<file path="config.mk">
export PLATFORM = sky130hd
export DESIGN_NAME = mem_arbiter_rr_flat
export DESIGN_NICKNAME = d
export VERILOG_FILES = /design/src/rtl/mem_arbiter_rr_if.sv /design/src/rtl/mem_arbiter_rr.sv /design/src/flat_wrapper.sv
export SDC_FILE = /design/constraint.sdc
export NUM_CORES = 1
export LEC_CHECK = 0
export CAP_MARGIN = 20
export CELL_PAD_IN_SITES_DETAIL_PLACEMENT = 2
export CELL_PAD_IN_SITES_GLOBAL_PLACEMENT = 2
export CORE_AREA = 2 2 170 172
export CTS_CLUSTER_SIZE = 12
export DETAILED_ROUTE_END_ITERATION = 10
export DIE_AREA = 0 0 172 174
export DONT_BUFFER_PORTS = 1
export MAX_ROUTING_LAYER = met4
export PLACE_DENSITY_LB_ADDON = 0.1
export SYNTH_ARGS = -nofsm -noshare
export SYNTH_HDL_FRONTEND = slang
export SYNTH_SLANG_ARGS = --single-unit
export TNS_END_PERCENT = 30
</file>
<file path="constraint.sdc">
create_clock -name CLK -period 1.6 [get_ports CLK]
set_clock_uncertainty 0.05 [all_clocks]
set_input_delay 0.16 -clock CLK [delete_from_list [all_inputs] [get_ports CLK]]
set_output_delay 0.16 -clock CLK [all_outputs]
set_load 0.01 [all_outputs]
</file>
<file path="src/rtl/mem_arbiter_rr_if.sv">
// Bundle of per-CPU I/D request channels and the shared RAM port seen by mem_arbiter_rr.
// slave = arbiter side, master = caches/RAM model side.
interface mem_arbiter_rr_if #(
    parameter int unsigned CPUS = 2,
    parameter int unsigned AW   = 32,
    parameter int unsigned DW   = 32
);
    logic [CPUS-1:0]    iREN;
    logic [CPUS*AW-1:0] iaddr;
    logic [CPUS-1:0]    dREN;
    logic [CPUS-1:0]    dWEN;
    logic [CPUS*AW-1:0] daddr;
    logic [CPUS*DW-1:0] dstore;
    logic [CPUS-1:0]    iwait;
    logic [CPUS-1:0]    dwait;
    logic [CPUS*DW-1:0] iload;
    logic [CPUS*DW-1:0] dload;
    logic [AW-1:0]      ramaddr;
    logic [DW-1:0]      ramstore;
    logic               ramREN;
    logic               ramWEN;
    logic [DW-1:0]      ramload;
    logic [1:0]         ramstate;
    logic               arb_err;

    modport slave (
        input  iREN, iaddr, dREN, dWEN, daddr, dstore, ramload, ramstate,
        output iwait, dwait, iload, dload, ramaddr, ramstore, ramREN, ramWEN, arb_err
    );

    modport master (
        output iREN, iaddr, dREN, dWEN, daddr, dstore, ramload, ramstate,
        input  iwait, dwait, iload, dload, ramaddr, ramstore, ramREN, ramWEN, arb_err
    );
endinterface

</file>
<file path="src/rtl/mem_arbiter_rr.sv">
// Grant-locked round-robin arbiter of CPUS I/D channel pairs onto one RAM port (D over I).
// Optional watchdog with sticky arb_err is enabled by defining MEM_ARB_TIMEOUT_EN.
module mem_arbiter_rr #(
    parameter int unsigned CPUS           = 2,
    parameter int unsigned AW             = 32,
    parameter int unsigned DW             = 32,
    parameter int unsigned TIMEOUT_CYCLES = 64
) (
    input  logic             CLK,
    input  logic             RST,
    mem_arbiter_rr_if.slave  bus
);
    localparam int unsigned CW = (CPUS > 1) ? $clog2(CPUS) : 1;
    localparam logic [1:0] RS_ACCESS = 2'd2;
    localparam logic [1:0] RS_ERROR  = 2'd3;

    typedef enum logic {IDLE = 1'b0, GRANT = 1'b1} state_t;

    state_t          state, state_nx;
    logic [CW-1:0]   rr_ptr, rr_ptr_nx;
    logic [CW-1:0]   grant_cpu, grant_cpu_nx;
    logic            grant_is_d, grant_is_d_nx;
    logic [CPUS-1:0] d_req, i_req;
    logic            gnt_req, ram_done, complete_c, forced_c, release_c;
    int unsigned     gi;

    // First requester at or after ptr, wrapping modulo CPUS.
    function automatic logic [CW-1:0] pick_rr(input logic [CPUS-1:0] req, input logic [CW-1:0] ptr);
        logic [2*CPUS-1:0] rot;
        logic [CW:0]       sum;
        logic [CW-1:0]     win;
        logic              found;
        rot   = {req, req} >> ptr;
        win   = '0;
        found = 1'b0;
        for (int i = 0; i < int'(CPUS); i++) begin
            if (!found && rot[i]) begin
                found = 1'b1;
                sum   = {1'b0, ptr} + (CW+1)'(i);
                if (sum >= (CW+1)'(CPUS)) sum = sum - (CW+1)'(CPUS);
                win   = sum[CW-1:0];
            end
        end
        return win;
    endfunction

    function automatic logic [CW-1:0] next_cpu(input logic [CW-1:0] g);
        if (CPUS == 1 || g == CW'(CPUS - 1)) return '0;
        return g + CW'(1);
    endfunction

    assign d_req      = bus.dREN | bus.dWEN;
    assign i_req      = bus.iREN;
    assign gi         = 32'(grant_cpu);
    assign gnt_req    = grant_is_d ? d_req[grant_cpu] : i_req[grant_cpu];
    assign ram_done   = (bus.ramstate == RS_ACCESS) || (bus.ramstate == RS_ERROR);
    // Completion is suppressed while RST is held so a reset mid-grant never releases a channel.
    assign complete_c = (state == GRANT) && gnt_req && ram_done && !RST;
    assign release_c  = complete_c || forced_c;

`ifdef MEM_ARB_TIMEOUT_EN
    localparam int unsigned TW = $clog2(TIMEOUT_CYCLES + 1);

    logic [TW-1:0] tmo_cnt;
    logic          arb_err_q;

    assign forced_c = (state == GRANT) && gnt_req && !ram_done &&
                      (tmo_cnt == TW'(TIMEOUT_CYCLES)) && !RST;

    // Watchdog counts stalled GRANT cycles; arb_err is sticky until reset.
    always_ff @(posedge CLK) begin
        if (RST) begin
            tmo_cnt   <= '0;
            arb_err_q <= 1'b0;
        end else begin
            if (state != GRANT || release_c || !gnt_req) tmo_cnt <= '0;
            else                                         tmo_cnt <= tmo_cnt + TW'(1);
            if (forced_c) arb_err_q <= 1'b1;
        end
    end

    assign bus.arb_err = arb_err_q;
`else
    logic unused_timeout;
    assign unused_timeout = (TIMEOUT_CYCLES != 0);
    assign forced_c       = 1'b0;
    assign bus.arb_err    = 1'b0;
`endif

    always_ff @(posedge CLK) begin
        if (RST) begin
            state      <= IDLE;
            rr_ptr     <= '0;
            grant_cpu  <= '0;
            grant_is_d <= 1'b0;
        end else begin
            state      <= state_nx;
            rr_ptr     <= rr_ptr_nx;
            grant_cpu  <= grant_cpu_nx;
            grant_is_d <= grant_is_d_nx;
        end
    end

    always_comb begin
        state_nx      = state;
        rr_ptr_nx     = rr_ptr;
        grant_cpu_nx  = grant_cpu;
        grant_is_d_nx = grant_is_d;
        bus.ramREN    = 1'b0;
        bus.ramWEN    = 1'b0;
        bus.ramaddr   = '0;
        bus.ramstore  = '0;
        bus.iwait     = i_req;
        bus.dwait     = d_req;
        bus.iload     = '0;
        bus.dload     = '0;

        case (state)
            IDLE: begin
                if (|d_req) begin
                    state_nx      = GRANT;
                    grant_cpu_nx  = pick_rr(d_req, rr_ptr);
                    grant_is_d_nx = 1'b1;
                end else if (|i_req) begin
                    state_nx      = GRANT;
                    grant_cpu_nx  = pick_rr(i_req, rr_ptr);
                    grant_is_d_nx = 1'b0;
                end
            end
            GRANT: begin
                bus.ramstore = bus.dstore[gi*DW +: DW];
                if (grant_is_d) begin
                    bus.ramaddr = bus.daddr[gi*AW +: AW];
                    bus.ramREN  = bus.dREN[grant_cpu];
                    bus.ramWEN  = bus.dWEN[grant_cpu];
                end else begin
                    bus.ramaddr = bus.iaddr[gi*AW +: AW];
                    bus.ramREN  = bus.iREN[grant_cpu];
                end
                if (!gnt_req) begin
                    state_nx = IDLE;
                end else if (release_c) begin
                    state_nx  = IDLE;
                    rr_ptr_nx = next_cpu(grant_cpu);
                end
            end
            default: state_nx = IDLE;
        endcase

        // Release the granted channel; a forced (watchdog) release returns zero data.
        for (int unsigned c = 0; c < CPUS; c++) begin
            if (release_c && gi == c) begin
                if (grant_is_d) begin
                    bus.dwait[c] = 1'b0;
                    if (complete_c) bus.dload[c*DW +: DW] = bus.ramload;
                end else begin
                    bus.iwait[c] = 1'b0;
                    if (complete_c) bus.iload[c*DW +: DW] = bus.ramload;
                end
            end
        end
    end
endmodule

</file>
<file path="src/flat_wrapper.sv">
// flat-port wrapper written by rule: the top's interface ports become plain ports
module mem_arbiter_rr_flat 
#(
    parameter int unsigned CPUS           = 2,
    parameter int unsigned AW             = 32,
    parameter int unsigned DW             = 32,
    parameter int unsigned TIMEOUT_CYCLES = 64
)
  (CLK, RST, bus_iREN, bus_iaddr, bus_dREN, bus_dWEN, bus_daddr, bus_dstore, bus_ramload, bus_ramstate, bus_iwait, bus_dwait, bus_iload, bus_dload, bus_ramaddr, bus_ramstore, bus_ramREN, bus_ramWEN, bus_arb_err);
  mem_arbiter_rr_if #(.CPUS(CPUS), .AW(AW), .DW(DW)) bus_i ();
  input  logic CLK;
  input  logic RST;
  input wire logic [$bits(bus_i.iREN)-1:0] bus_iREN;
  input wire logic [$bits(bus_i.iaddr)-1:0] bus_iaddr;
  input wire logic [$bits(bus_i.dREN)-1:0] bus_dREN;
  input wire logic [$bits(bus_i.dWEN)-1:0] bus_dWEN;
  input wire logic [$bits(bus_i.daddr)-1:0] bus_daddr;
  input wire logic [$bits(bus_i.dstore)-1:0] bus_dstore;
  input wire logic [$bits(bus_i.ramload)-1:0] bus_ramload;
  input wire logic [$bits(bus_i.ramstate)-1:0] bus_ramstate;
  output wire logic [$bits(bus_i.iwait)-1:0] bus_iwait;
  output wire logic [$bits(bus_i.dwait)-1:0] bus_dwait;
  output wire logic [$bits(bus_i.iload)-1:0] bus_iload;
  output wire logic [$bits(bus_i.dload)-1:0] bus_dload;
  output wire logic [$bits(bus_i.ramaddr)-1:0] bus_ramaddr;
  output wire logic [$bits(bus_i.ramstore)-1:0] bus_ramstore;
  output wire logic [$bits(bus_i.ramREN)-1:0] bus_ramREN;
  output wire logic [$bits(bus_i.ramWEN)-1:0] bus_ramWEN;
  output wire logic [$bits(bus_i.arb_err)-1:0] bus_arb_err;
  assign bus_i.iREN = bus_iREN;
  assign bus_i.iaddr = bus_iaddr;
  assign bus_i.dREN = bus_dREN;
  assign bus_i.dWEN = bus_dWEN;
  assign bus_i.daddr = bus_daddr;
  assign bus_i.dstore = bus_dstore;
  assign bus_i.ramload = bus_ramload;
  assign bus_i.ramstate = bus_ramstate;
  assign bus_iwait = bus_i.iwait;
  assign bus_dwait = bus_i.dwait;
  assign bus_iload = bus_i.iload;
  assign bus_dload = bus_i.dload;
  assign bus_ramaddr = bus_i.ramaddr;
  assign bus_ramstore = bus_i.ramstore;
  assign bus_ramREN = bus_i.ramREN;
  assign bus_ramWEN = bus_i.ramWEN;
  assign bus_arb_err = bus_i.arb_err;
  mem_arbiter_rr #(.CPUS(CPUS), .AW(AW), .DW(DW), .TIMEOUT_CYCLES(TIMEOUT_CYCLES)) u_core (.CLK(CLK), .RST(RST), .bus(bus_i));
endmodule
</file>
# After elaboration in Yosys (flattened, before gate mapping)
# Cells that the tools add are included.
totals:
  reg_bits: 4
  latch_bits: 0
  mem_bits_rw: 0
  rom_bits: 0
  in_bits: 234
  out_inout_bits: 199
  word_cells: 96
  mem_count: 0
classes:
  n_addsub: 4
  mul: 0
  div: 0
  n_lt_le_gt_ge: 3
  eq_ne: 2
  shifts: 5
  n_mux: 59
  n_bitwise: 2
  n_reduce_logical: 17
ops:
  columns: ["op", "count"]
  rows:
  - ["two-way mux 32 bit", 10]
  - ["variable part select 64 x 7 -> 32 bit", 3]
  - ["two-way mux 1 bit", 48]
  - ["logical NOT 32 bit", 1]
  - [">> shifter 4 x 1 -> 2 bit", 2]
  - ["logical AND 1 bit", 7]
  - ["== test 2 bit, second input constant", 2]
  - ["OR reduction 2 bit", 2]
  - ["logical NOT 1 bit", 3]
  - ["AND reduction 3 bit", 1]
  - ["adder 1 x 1 -> 2 bit, second input constant", 1]
  - [">= comparator 1 x 2 -> 1 bit, second input constant", 1]
  - [">= comparator 2 bit, second input constant", 1]
  - ["less-than comparator 1 x 2 -> 1 bit, second input constant", 1]
  - ["OR 2 bit", 1]
  - ["one-hot mux 1 bit (2 select lines)", 1]
  - ["AND reduction 2 bit", 1]
  - ["nonzero test 2 bit", 1]
  - ["subtractor 1 bit, second input constant", 2]
  - ["adder 1 bit, second input constant", 1]
  - ["logical OR 1 bit", 1]
  - ["inverter 1 bit", 1]

# Depth between registers and ports, before layout
# Gate-level depths: netlist of run 1.
depth:
  word_depth: 11
  mapped_depth: 5

# Worst setup path before layout of run 1
# Ideal clock, no wire load.
synth_timing:
  path_kind: "reg2out"
  from: "register u_core.grant_is_d"
  to: "output bus_ramaddr[16]"
  arrival_ns: 1.403
  required_ns: 1.390
  setup_slack_ns: -0.013
  path_stages_with_launch: 5
  path_buffers: 2
  path_cell_list: "dfxtp_1 -> buf_6 -> buf_6 -> mux4_2 -> and2_1"
synth_via:
  elab_chain_len: 2
synth_lines:
  columns: ["item", "line", "source"]
  rows:
  - ["start, declared", "mem_arbiter_rr.sv:22", "logic grant_is_d, grant_is_d_nx;"]
  - ["start signal, assigned", "mem_arbiter_rr.sv:100", "grant_is_d <= grant_is_d_nx;"]
  - ["two-way mux 32 bit", "mem_arbiter_rr.sv:132", "if (grant_is_d) begin"]
  - ["two-way mux 32 bit", "mem_arbiter_rr.sv:118", "case (state)"]
  - ["end, declared", "flat_wrapper.sv:25", "output wire logic [$bits(bus_i.ramaddr)-1:0] bus_ramaddr;"]
# Every way passes these cells.

# Worst setup path after layout of run 1
layout_timing:
  from: "register u_core.grant_is_d"
  to: "output bus_ramaddr[5]"
# The elaborated chain is that of the path after synthesis.

==> impl_metrics.ini, run 1 <==
[outcome]
status = finished with violations
violations = setup timing

[layout]
final_nets = 572
syn2layout_area_growth_pct = 42.3
layout-drive-gt1-share = 0.528

[setup_path]
r2r_end = u_core.rr_ptr
cp_num_cells = 3
worstPathCellList = buf_12, mux4_2, and2_1
cp-start-kind = flip-flop
critPathBufInv = 1
critPathKind = flip-flop to primary output
worst_r2r_path_depth = 3
arrival_ns = 1.57
crit_path_end_kind = primary output
startpoint = u_core.grant_is_d
r2r_slack_ns = -0.03
critPathCapture = bus_ramaddr[5]
slowest_delay_ns = 0.51
path_max_fanout = 19
crit_slowest_cell = mux4_2
critPathRequiredTime_ns = 1.39
crit_family = multiplexers
timing.rr.start = u_core.grant_cpu

[timing]
relSlewSlack = 0.624
min_period_ns = 1.78
post-route-period-util = 1.11
drv_slew = 0
setup_viol_count_final = 182
hold_viol = 0
hold_ws_ns = 0.0709
setup_ws_ns = -0.181
tightest_slew_ns = 0.562
rsz0062_at_grt = yes
fmax_mhz = 561

[global_route]
grt.total_usage = 0.0904
antenna_found_initial = 2
grt_pass1_vias = 3201
gr-total-overflow = 0
grt_pass1_wl_um = 19600
grt_max_degree = 40

[routing]
wl_per_cell_um = 21.2
first_pass_iters = 4
met1Wirelength_um = 4680
wl_met2_um = 9020
wl_um = 15300
first_iter_violations = 53
postRouteAntennaNets = 0
wl_met3_um = 1220
via_per_inst = 3.77
vias = 2728
drc_errors = 0
dr.max_layer_used = met4

[synthesis]
synth_ff_type = dfxtp_1
synth_area_mm2 = 0.00284
synth_fp_nets = 567
synth-edff-count = 0
async_flop_share = 0
yosys-top-cells-area = and2_1 (35%), mux4_2 (27%), mux2i_1 (12%)
yosysWarningCount = 0
netlist_top_cells_count = and2_1 (161), mux4_2 (34), mux2i_1 (33)
synth_top_area_share = 0.355
synth_top_area_cell = and2_1
ys_ff_latch = 4
syn_area_per_cell_um2 = 8.53
yosys.cell_count.top_type = and2_1
synth_cells = 333
seq_area_frac_synth = 0.0282
yosysUniqueCellTypes = 29

[cts]
clock-root-buffer = clkbuf_16
cts_max_level = 1
clock_latency_ns = 0.23
clk_pin_slew_ns = 0.03
clockBufferDepth = 2
cts_tree = yes
cts_sinks = 4
cts_buffers = 3

[power]
finalPower_uw = 1640
seqPwrFrac = 0.080
switching_share = 0.372
p_sw_uw = 610
p_int_uw = 1030
cellPowerDensity_mw_per_mm2 = 406
vdd_drop_max_mv = 0.155
pwr-share-clk = 0.251
comb_power_share = 0.669
p_leak_uw = 0.00137

[floorplanning]
start_util = 0.101
row_count = 62
core_mm2 = 0.0282
die_h_um = 174
dieArea_mm2 = 0.0299
ios = 433
fp.dieW_um = 172

[placed_design]
hpwl_um = 11700
pre_cts_slack_ns = 0.00855
gp_congestion = 0.687
port_buffers = 0

[min_path]
hold_depth = 3
hold_class = primary input to flip-flop

[job]
drv_cap = 0
through the flow:
step	std cells	util	setup TNS [ns]	area [µm²]
after detailed placement	703	0.120	0	3390
after global placement	703	0.120	0	3390
final	723	0.143	-22.08	4040
after floorplan	333	-	0	2840
after global routing	723	0.143	-34.66	4040
after CTS	716	0.136	-24.31	3830
cells in the final DEF, fill, tap and decap left out, types with 2 or more instances in the layout:
master,Yosys,layout
mux2i_1,33,27
buf_4,6,9
dfxtp_4,0,3
o32ai_1,2,2
buf_6,3,4
buf_8,0,3
and2_4,0,76
mux4_2,34,34
nor2_1,8,7
buf_12,0,9
diode_2,0,2
inv_1,5,5
nor4b_4,2,2
nor2_2,1,2
and2_1,161,85
a21oi_1,2,2
nor2b_1,32,18
nand2_1,3,3
nor4_4,2,2
mux2i_2,0,6
nor2b_2,0,14
clkbuf_16,0,5
buf_16,0,4
worst min path at each step:
stage,start,endpoint,slack (ns)
2_1_floorplan,RST,u_core.rr_ptr,0.18
3_3_place_gp,RST,u_core.rr_ptr,0.19
3_5_place_dp,RST,u_core.rr_ptr,0.19
4_1_cts,RST,u_core.state,0.07
5_1_grt,RST,u_core.state,0.10
6_report,RST,u_core.state,0.07
logic make-up (layout without fill, tap and decap cells):
group	after synthesis	count (layout)	share of synthesized area
AO/OA/AOI/OAI	9	9	0.0256
other	1	3	0.00132
flip-flops	4	4	0.0282
buffers and inverters	38	42	0.0692
multiplexers	67	67	0.386
AND/OR/NAND/NOR	214	214	0.490
area by class of cell:
type | instances | area [µm²]
fill | 3273 | 24200
antenna | 2 | 5.00
clock buffer | 4 | 78.8
sequential | 4 | 91.3
timing repair buffer | 33 | 541
multi-input combinational | 291 | 2830
inverter | 5 | 18.8
tap | 384 | 480
what timing repair did:
action	CTS	global route
hold buffers	1	0
resized for setup	67	49
setup buffers	4	2
pin swaps	6	16
setup endpoints to repair	190	197
hold endpoints to repair	2	0
gates cloned	4	3
routing by layer:
metal	global-route usage	up-vias
met5	-	-
met4	0.0308	0
met3	0.00820	19
met2	0.193	249
met1	0.0793	1312
li1	-	1148
power groups by stage:
stage | sequential (µW) | combinational (µW) | clock, µW
2_1_floorplan | 116 | 743 | 0
3_3_place_gp | 133 | 909 | 0
3_5_place_dp | 132 | 916 | 0
4_1_cts | 131 | 1110 | 414
5_1_grt | 134 | 1180 | 425
6_report | 131 | 1100 | 411
state kept, by name, summed over array words and instances (netlist names):
register / count
u_core.state: 1
u_core.rr_ptr: 1
u_core.grant_cpu: 1
u_core.grant_is_d: 1
tightest hold or removal path: cells and delay by family:
kind | cells | cell delay [ns]
compound gates | 1 | 0.06
simple gates | 2 | 0.08
Note: power is estimated with default switching activity, not from simulation.
==> run 2, diff against run 1 <==
--- a/config.mk
+++ b/config.mk
@@ -13,7 +13,6 @@
 export DETAILED_ROUTE_END_ITERATION = 10
 export DIE_AREA = 0 0 172 174
 export DONT_BUFFER_PORTS = 1
-export MAX_ROUTING_LAYER = met4
 export PLACE_DENSITY_LB_ADDON = 0.1
 export SYNTH_ARGS = -nofsm -noshare
 export SYNTH_HDL_FRONTEND = slang
==> impl_metrics.ini, run 2 (synthesis gave the netlist of run 1 again) <==
[setup_path]
critPathKind = flip-flop to primary output
arrival_ns = 1.59
worstPathCellList = buf_12, mux4_2, and2_1
cp-start-kind = flip-flop
slowest_delay_ns = 0.51
critPathRequiredTime_ns = 1.39
r2r_end = u_core.rr_ptr
timing.rr.start = u_core.grant_cpu
critPathBufInv = 1
worst_r2r_path_depth = 3
crit_family = multiplexers
r2r_slack_ns = -0.03
path_max_fanout = 19
cp_num_cells = 3
crit_slowest_cell = mux4_2
crit_path_end_kind = primary output

[outcome]
violations = setup timing
status = finished with violations

[timing]
hold_viol = 0
setup_ws_ns = -0.204
relSlewSlack = 0.619
rsz0062_at_grt = yes
post-route-period-util = 1.13
fmax_mhz = 554
hold_ws_ns = 0.0662
tightest_slew_ns = 0.570
drv_slew = 0
setup_viol_count_final = 182
min_period_ns = 1.80

[routing]
first_pass_iters = 4
postRouteAntennaNets = 0
via_per_inst = 3.79
first_iter_violations = 42
wl_per_cell_um = 21.3
wl_um = 15400
drc_errors = 0
vias = 2750

[global_route]
grt_max_degree = 40
gr-total-overflow = 0
grt.total_usage = 0.0888
antenna_found_initial = 3
grt_pass1_vias = 3174
grt_pass1_wl_um = 20000

[placed_design]
place_area_mm2 = 0.00339
port_buffers = 0
gp_congestion = 0.680
hpwl_um = 11700
post-place-cells = 703

[job]
drv_cap = 0

[cts]
clockBufferDepth = 2
clk_pin_slew_ns = 0.03
cts_buffers = 3
cts_tree = yes
cts_max_level = 1
clock-root-buffer = clkbuf_16
clock_latency_ns = 0.23
cts_sinks = 4

[power]
p_leak_uw = 0.00138
vdd_drop_max_mv = 0.155
cellPowerDensity_mw_per_mm2 = 403

[layout]
stdcell_count = 726
fin_util = 0.144
mostFrequentLayoutCells = and2_1 (84), and2_4 (77), mux4_2 (34), mux2i_1 (27), nor2b_1 (18)
syn2layout_area_growth_pct = 43.6
final_nets = 574
layout-drive-gt1-share = 0.537
final_common_cell = and2_1
fillers = 3268
fin_area_mm2 = 0.00408

[floorplanning]
core_mm2 = 0.0282
row_count = 62
ios = 433
dieArea_mm2 = 0.0299
die_h_um = 174
start_util = 0.101
fp.dieW_um = 172

[min_path]
whs_endpoint = u_core.state
hold_depth = 3
hold_class = primary input to flip-flop
hp-start = RST
## run 2: cell types whose count changed in the layout (fill, tap and decap cells not counted)
cell	delta
nor2_1	-1
and2_1	-1
nor2_2	+1
and2_4	+1
buf_4	+2
diode_2	+1
buf_6	-1
clkbuf_16	+1
## run 2: worst max path at each step
stage	end	from	slack, ns
floorplan	bus_ramaddr[16]	u_core.grant_is_d	0.006
global placement	bus_ramaddr[16]	u_core.grant_is_d	0.006
detailed placement	bus_ramaddr[16]	u_core.grant_is_d	0.009
CTS	bus_ramaddr[5]	u_core.grant_is_d	-0.20
global route	bus_ramaddr[5]	u_core.grant_is_d	-0.26
finish	bus_ramaddr[5]	u_core.grant_is_d	-0.20
## run 2: layout make-up
type	count	area [µm²]	share of cell area
multi-input combinational	291	2830	0.694
timing repair buffer	35	569	0.140
tap	384	480	0.118
sequential	4	91.3	0.0224
clock buffer	4	78.8	0.0193
inverter	5	18.8	0.00460
antenna	3	7.51	0.00184
## run 2: power breakdown
group / switching [µW] / leakage (µW) / total, µW / internal, µW
clock network: 79.6 / 0.0000382 / 409 / 330
logic: 512 / 0.00131 / 1100 / 590
registers: 20.0 / 0.0000348 / 131 / 111
## run 2: worst reg2reg max path: cells and delay by family (launching register included)
kind | cells | cell delay, ns
muxes | 1 | 0.57
DFF | 1 | 0.43
AOI/OAI and AO/OA | 1 | 0.30
buffers and inverters | 1 | 0.16
## run 2: routing by layer
layer / vias up / part of all wire / GRT usage
met5: - / 0 / 0
met4: 0 / 0.015 / 0.0291
met3: 11 / 0.088 / 0.0146
met2: 243 / 0.60 / 0.194
met1: 1339 / 0.30 / 0.0782
li1: 1157 / - / -
## run 2: stage by stage
| step | TNS (ns) | setup WS [ns] | power, µW |
|---|---|---|---|
| floorplan | 0 | 0.00562 | 860 |
| global placement | 0 | 0.00601 | 1040 |
| detailed placement | 0 | 0.00855 | 1050 |
| CTS | -24.31 | -0.199 | 1660 |
| global route | -35.03 | -0.262 | 1740 |
| finish | -23.37 | -0.204 | 1640 |
## run 2: repair_timing
| action | 4_1_cts | 5_1_grt |
|---|---|---|
| hold buffers | 1 | 0 |
| gates cloned | 4 | 4 |
| gates resized for setup | 67 | 50 |
| setup buffers | 4 | 3 |
| endpoints found under the hold margin | 2 | 0 |
| pin swaps | 6 | 31 |
| setup endpoints to repair | 190 | 197 |
